`config.mk`:
```
export PLATFORM = sky130hd
export DESIGN_NAME = rv64g_l2_evict_reader
export DESIGN_NICKNAME = d
export VERILOG_FILES = /design/src/rtl/rv64g_l2_evict_reader.sv
export SDC_FILE = /design/constraint.sdc
export NUM_CORES = 1
export LEC_CHECK = 0
export ABC_AREA = 0
export CAP_MARGIN = 15
export CORE_ASPECT_RATIO = 1.4
export CORE_MARGIN = 10
export CORE_UTILIZATION = 45
export DETAILED_ROUTE_END_ITERATION = 10
export GPL_ROUTABILITY_DRIVEN = 0
export PLACE_DENSITY = 0.86
export SETUP_SLACK_MARGIN = 0.1
export SLEW_MARGIN = 15
export SYNTH_ARGS = -nofsm -noshare
export SYNTH_HDL_FRONTEND = slang
export SYNTH_SLANG_ARGS = --single-unit
```
`constraint.sdc`:
```
create_clock -name clk_i -period 3 [get_ports clk_i]
set_clock_uncertainty 0.2 [all_clocks]
set_input_delay 0.75 -clock clk_i [delete_from_list [all_inputs] [get_ports clk_i]]
set_output_delay 0.75 -clock clk_i [all_outputs]
set_load 0.05 [all_outputs]
```
`src/rtl/rv64g_l2_evict_reader.sv`:
```
// rv64g_l2_evict_reader: reads an evicted L2 victim line (tag + data words) from the arrays
// and streams it as Release/ReleaseData beats toward the C-channel formatter.
module rv64g_l2_evict_reader #(
  parameter int WORDS_PER_LINE = 8,
  parameter int DATA_W         = 64,
  parameter int TAG_W          = 50,
  parameter int INDEX_W        = 8,
  parameter int WAY_W          = 4
) (
  input  logic               clk_i,
  input  logic               rst_ni,
  input  logic               evict_valid_i,
  output logic               evict_ready_o,
  input  logic [INDEX_W-1:0] evict_index_i,
  input  logic [WAY_W-1:0]   evict_way_i,
  input  logic               evict_dirty_i,
  output logic [INDEX_W-1:0] arr_index_o,
  output logic [2:0]         arr_word_sel_o,
  output logic [WAY_W-1:0]   arr_way_sel_o,
  input  logic [DATA_W-1:0]  arr_rdata_i,
  input  logic [TAG_W-1:0]   arr_tag_i,
  output logic               out_valid_o,
  input  logic               out_ready_i,
  output logic [63:0]        out_addr_o,
  output logic [DATA_W-1:0]  out_data_o,
  output logic               out_has_data_o,
  output logic               out_first_o,
  output logic               out_last_o,
  output logic               busy_o,
  output logic               done_o
);
  typedef enum logic [1:0] {IDLE, TAG, STREAM} state_e;
  localparam logic [2:0] LAST_IDX = 3'(WORDS_PER_LINE - 1);
  state_e              state_q;
  logic [INDEX_W-1:0]  idx_q;
  logic [WAY_W-1:0]    way_q;
  logic                dirty_q;
  logic [2:0]          cnt_q;
  logic                valid_q, has_q, first_q, last_q, done_q;
  logic [63:0]         addr_q;
  logic [DATA_W-1:0]   data_q;
  logic                hs;
  assign hs             = valid_q & out_ready_i;
  assign evict_ready_o  = state_q == IDLE;
  assign busy_o         = state_q != IDLE;
  assign arr_index_o    = busy_o ? idx_q : '0;
  assign arr_way_sel_o  = busy_o ? way_q : '0;
  assign arr_word_sel_o = state_q == STREAM ? cnt_q : 3'd0;
  assign out_valid_o    = valid_q;
  assign out_addr_o     = addr_q;
  assign out_data_o     = data_q;
  assign out_has_data_o = has_q;
  assign out_first_o    = first_q;
  assign out_last_o     = last_q;
  assign done_o         = done_q;
  always_ff @(posedge clk_i or negedge rst_ni) begin
    if (!rst_ni) begin
      state_q <= IDLE;
      idx_q   <= '0;
      way_q   <= '0;
      dirty_q <= 1'b0;
      cnt_q   <= 3'd0;
      valid_q <= 1'b0;
      has_q   <= 1'b0;
      first_q <= 1'b0;
      last_q  <= 1'b0;
      done_q  <= 1'b0;
      addr_q  <= '0;
      data_q  <= '0;
    end else begin
      done_q <= 1'b0;
      case (state_q)
        IDLE: if (evict_valid_i) begin
          idx_q   <= evict_index_i;
          way_q   <= evict_way_i;
          dirty_q <= evict_dirty_i;
          state_q <= TAG;
        end
        TAG: begin
          addr_q  <= 64'({arr_tag_i, idx_q, 6'b0});
          first_q <= 1'b1;
          has_q   <= dirty_q;
          data_q  <= dirty_q ? arr_rdata_i : '0;
          last_q  <= !dirty_q || (WORDS_PER_LINE == 1);
          cnt_q   <= 3'd1;
          valid_q <= 1'b1;
          state_q <= STREAM;
        end
        STREAM: if (hs) begin
          if (last_q) begin
            valid_q <= 1'b0;
            done_q  <= 1'b1;
            cnt_q   <= 3'd0;
            state_q <= IDLE;
          end else begin
            data_q  <= arr_rdata_i;
            first_q <= 1'b0;
            last_q  <= cnt_q == LAST_IDX;
            cnt_q   <= cnt_q == LAST_IDX ? cnt_q : cnt_q + 3'd1;
          end
        end
        default: state_q <= IDLE;
      endcase
    end
  end
endmodule

```
# == Yosys cells after proc, flatten, opt, wreduce, memory -nomap -nowiden ==
# Index checks and enable logic that the tools add are counted.
# word_totals
register_bits,145
out_inout_bits,150
# op_classes
n_addsub,1
n_eq_ne,8
mux,27
bitwise,1
reduce_logical,10
# op_table
cell,n
$mux W64,3
$pmux W64 S2,1
$mux W3,4
$reduce_and A3 Y1,4
$mux W1,9
$mux W8,1
$ne A2 B2 Y1 const B,4
$mux W2,3
$pmux W1 S2,3
$pmux W2 S3,1
$pmux W3 S2,1
$mux W4,1
$reduce_and A2 Y1,2
$reduce_bool A2 Y1,2
$add A3 B1 Y3 const B,1
$eq A3 B3 Y1 const B,1
$ne A3 B3 Y1 const B,1
$eq A2 B1 Y1 const B,1
$eq A2 B2 Y1 const B,1
$logic_not A2 Y1,1
$and A1 B1 Y1,1
$logic_not A1 Y1,1

# == Depth between registers and ports, before layout ==
# depth
depth_word,5
ltp_mapped,7
depth_no_buf,5

# == Worst setup path before layout ==
# Ideal clock, no wire load.
# synth_path
kind,register to output
start,reg state_q[0]
end,out arr_index_o[0]
arrival_time_ns,1.837
setup_slack_ns,0.213
path_stages_with_launch,5
path_cell_list,dfrtp_1 > inv_1 > ha_1 > clkbuf_1 > nor2b_1
# synth_via
elab_chain_cells,2
# synth_lines
item,line,source
start: declaration,34,state_e state_q;
start signal: assignment,58,state_q <= IDLE;
start signal: assignment,77,state_q <= TAG;
start signal: assignment,87,state_q <= STREAM;
$reduce_bool A2 Y1,45,assign busy_o = state_q != IDLE;
$mux W8,46,assign arr_index_o = busy_o ? idx_q : '0;
end: declaration,17,"output logic [INDEX_W-1:0] arr_index_o,"
# No other way between the ends.

# == Worst setup path in the final report ==
# layout_path
start,"reg last_q, in the netlist out_last_o"
end,out out_last_o
# layout_lines
item,line,source
start: declaration,39,"logic valid_q, has_q, first_q, last_q, done_q;"
start signal: assignment,84,last_q <= !dirty_q || (WORDS_PER_LINE == 1);
end: declaration,28,"output logic out_last_o,"
# No word-level cell between the ends.

==> summary by stage <==
Clocking
The cell at the root of the clock tree is sky130_fd_sc_hd__clkbuf_16. The number of buffers inserted during clock tree synthesis is 17. No sink is reached through more buffers than the 2 on the longest clock path. The depth of the CTS H-tree is 4. At the later pin of the worst-skew pair, clock insertion delay measures 0.41 ns.

TritonCTS built the clock tree. The clock slew seen by the registers of the worst setup and hold paths is 0.06 ns. After clock tree synthesis, the flow added hold-fix buffers numbering 0.

The clock sink count is 145.

Critical path
The critical path arrival is 1.85 ns. Traced cell by cell, the critical path runs through clkdlybuf4s50_1. Grouping stages by cell kind, the critical path spends the most delay in buffers and inverters.

The type of element launching the critical path is a flip-flop. The number of buffers and inverters on the critical path is 1. The required time at the endpoint of the critical path is 2.05 ns.

On the critical path, the stage with the largest delay is an instance of sky130_fd_sc_hd__clkdlybuf4s50_1. Along the worst path, the maximum fanout reaches 12. The type of element capturing the critical path is an output port. For this run, the slowest stage of the critical path takes 0.91 ns. The critical setup path kind is flip-flop to output port.

Timing
The maximum clock frequency is 358 MHz. Setup violations remaining at the end of the flow were counted as 0. The final critical-path required period is 2.80 ns. In this run the tightest slew margin relative to its limit is 44.4%.

The final-layout worst hold slack is 0.141 ns. For the pin with the worst max-slew slack, the measured transition is 0.835 ns. Setup repair after global routing left no endpoint under its margin.

Setup slack on the critical path of the routed design comes to 0.205 ns. The final count of hold timing violations is 0. The number of pins exceeding their max-slew limit in the final report came to 0.

In the finished design, the share of the clock period the worst path needs comes to 93.2%. The accumulated negative setup slack is 0 ns.

Power and ir drop
The static leakage is 4.58 nW. The worst-case vdd ir drop is 0.000878 V. Power spread over the standard cell area amounts to 1420 mW/mm^2.

The total power after layout is 13.7 mW.

Floorplan
The core footprint is 0.0135 mm^2. Measured along the y axis, the die boundary spans 159 um. The floorplan has 50 rows. 281 I/O pins were placed. The floorplan die area is 0.0190 mm^2.

The die is 119 um wide. Once the floorplan was initialized, standard cells occupied 46.3% of the core.

GRT
Across every metal layer, demand over resource in global routing totals 20.0%. The via count of the first global-routing pass is 5231. The total overflow left after global routing is 0. The global-route wire length before repair is 29.8 mm.

The largest net degree at the start of global routing is 70. The initial antenna violation count is 3.

Yosys
The synthesized cell area is 0.00623 mm^2. Of all cell types, the one taking the most synthesized area is sky130_fd_sc_hd__dfrtp_1. The share of Yosys cell area claimed by the top area cell type is 58.2%. The portion of the post-synthesis area used by sequential elements is 58.2%. In this run the mean area of a mapped cell was 12.4 um^2. After technology mapping, the gate count stands at 502. Sorting the synthesized cells by area gives the leading types as sky130_fd_sc_hd__dfrtp_1 58%, sky130_fd_sc_hd__mux2_2 13%, sky130_fd_sc_hd__mux2i_1 10%, sky130_fd_sc_hd__inv_1 4.2%, sky130_fd_sc_hd__nand2_1 4.2%. In this run, distinct cell masters in the synthesized netlist total 30.

After synthesis the netlist holds a flip-flop and latch count of 145. For this run, the number of Yosys warnings is 0.

Cells and area
In the final layout, the share of cells above drive strength 1 is 17.0%. After filler insertion, the fill cell instance count of the layout stands at 930. From synthesis to final layout, the design area changed by 55.0%. The most common cell after layout, fill and taps aside is sky130_fd_sc_hd__clkdlybuf4s50_1. After the last flow step, the layout net total stands at 912. In the layout the commonest cells are 256 x sky130_fd_sc_hd__clkdlybuf4s50_1, 145 x sky130_fd_sc_hd__dfrtp_1, 72 x sky130_fd_sc_hd__mux2_2, 70 x sky130_fd_sc_hd__inv_1, 69 x sky130_fd_sc_hd__nand2_1.

Detailed routing
The number of search-and-repair iterations in the first detailed-routing pass is 4. The average detailed-routed wire length per instance is 19.7 um. After detailed routing, the number of remaining DRC violations is 0. The via density per instance is 4.83. The detailed-route wire length is 19.1 mm. In this run the remaining antenna-violating nets after routing total 0.

In this run, the number of DRC markers left after iteration 0 of detailed routing was 191. Across all layers, the routed design uses 4690 vias.

Placement
The number of buffer cells added on primary ports is 274. Summed over all nets, the half-perimeter wirelength after detailed placement is 14.5 mm. The placement-stage worst setup slack is 0.406 ns.

Flow run
The max-cap check violation count is 0.

Run status
The run finished with clean final reports.

Hold path
The worst min-delay path class is primary input to async pin.
## registers in the layout (all words and copies together), names as in the netlist
signal          count
out_first_o         1
dirty_q             1
state_q             2
done_o              1
cnt_q               3
out_has_data_o      1
out_last_o          1
out_addr_o         58
out_data_o         64
way_q               4
out_valid_o         1
idx_q               8
## cell families (layout without fill, tap and decap cells)
logic type,after synthesis,after routing,synth area share [%]
fa+ha+maj,5,5,1.00
simple gates,98,98,7.03
buf+inv,101,381,8.51
flops,145,145,58.2
mux,137,137,23.4
compound gates,15,15,1.75
other cells,1,9,0.0602
## layer usage
metal	global-route usage (%)	vias to the layer above	part of all wire (%)
met4	10.2	0	3.4
met2	35.0	199	53
met5	0	-	0
met3	7.83	33	8.7
li1	-	2160	-
met1	20.0	2298	35
## stage by stage
step	utilization [%]	cells	instance area [um^2]
floorplan	-	507	6250
global placement	67.0	939	9010
detailed placement	67.0	939	9010
CTS	71.7	969	9650
global route	71.8	972	9660
finish	71.8	972	9660
## report_power, final
part	internal (mW)	switching, mW
clock	1.47	0.800
sequential	2.90	0.537
combinational	2.84	5.15
total	7.21	6.49
## worst paths after layout
| path | endpoint | cells after the start | slack (ns) | start |
|---|---|---|---|---|
| worst min-delay path | out_data_o[50]$_DFFE_PN0P_ | 1 | 0.14 | rst_ni |
| min in group clk_i | out_addr_o[37]$_DFFE_PN0P_ | 1 | 0.30 | out_addr_o[37]$_DFFE_PN0P_ |
| worst max register to register | out_data_o[40]$_DFFE_PN0P_ | 6 | 0.80 | state_q[0]$_DFFE_PN0P_ |
| max in group asynchronous | out_addr_o[19]$_DFFE_PN0P_ | 2 | 1.73 | rst_ni |
| worst max-delay path | out_last_o | 1 | 0.20 | out_last_o$_DFFE_PN0P_ |
| worst min register to register | out_addr_o[37]$_DFFE_PN0P_ | 1 | 0.30 | out_addr_o[37]$_DFFE_PN0P_ |
## Yosys cell counts, drive strengths merged
cell type and count:
inv 70, mux2 72, conb 1, a31oi 1
nor2 3, clkbuf 1, and3 1, a221o 2
nor3 2, o31ai 1, ha 5, nor2b 14
a21oi 4, and2 4, mux2i 65, nand2b 1
dfrtp 145, nand4b 2, o21ai 4, nand3 1
o41a 1, nand2 69, or2 1, buf 30
a2bb2oi 1, a311oi 1
## repair_timing
action                                  4_1_cts  5_1_grt
endpoints found under the setup margin        0        3
resized for setup                             0        2
setup buffers                                 0        0
## cell type report
cell class	count	area, um^2	share of cell area [%]
flip-flops and latches	145	3630	37.6
repair buffers	281	2790	28.9
multi-input cells	261	2110	21.8
clock buffers	21	480	4.97
inverters	70	263	2.72
well taps	182	228	2.36
clock inverters	9	155	1.61
diodes	3	7.51	0.0777
No activity file was read; power rests on OpenSTA's default activity.
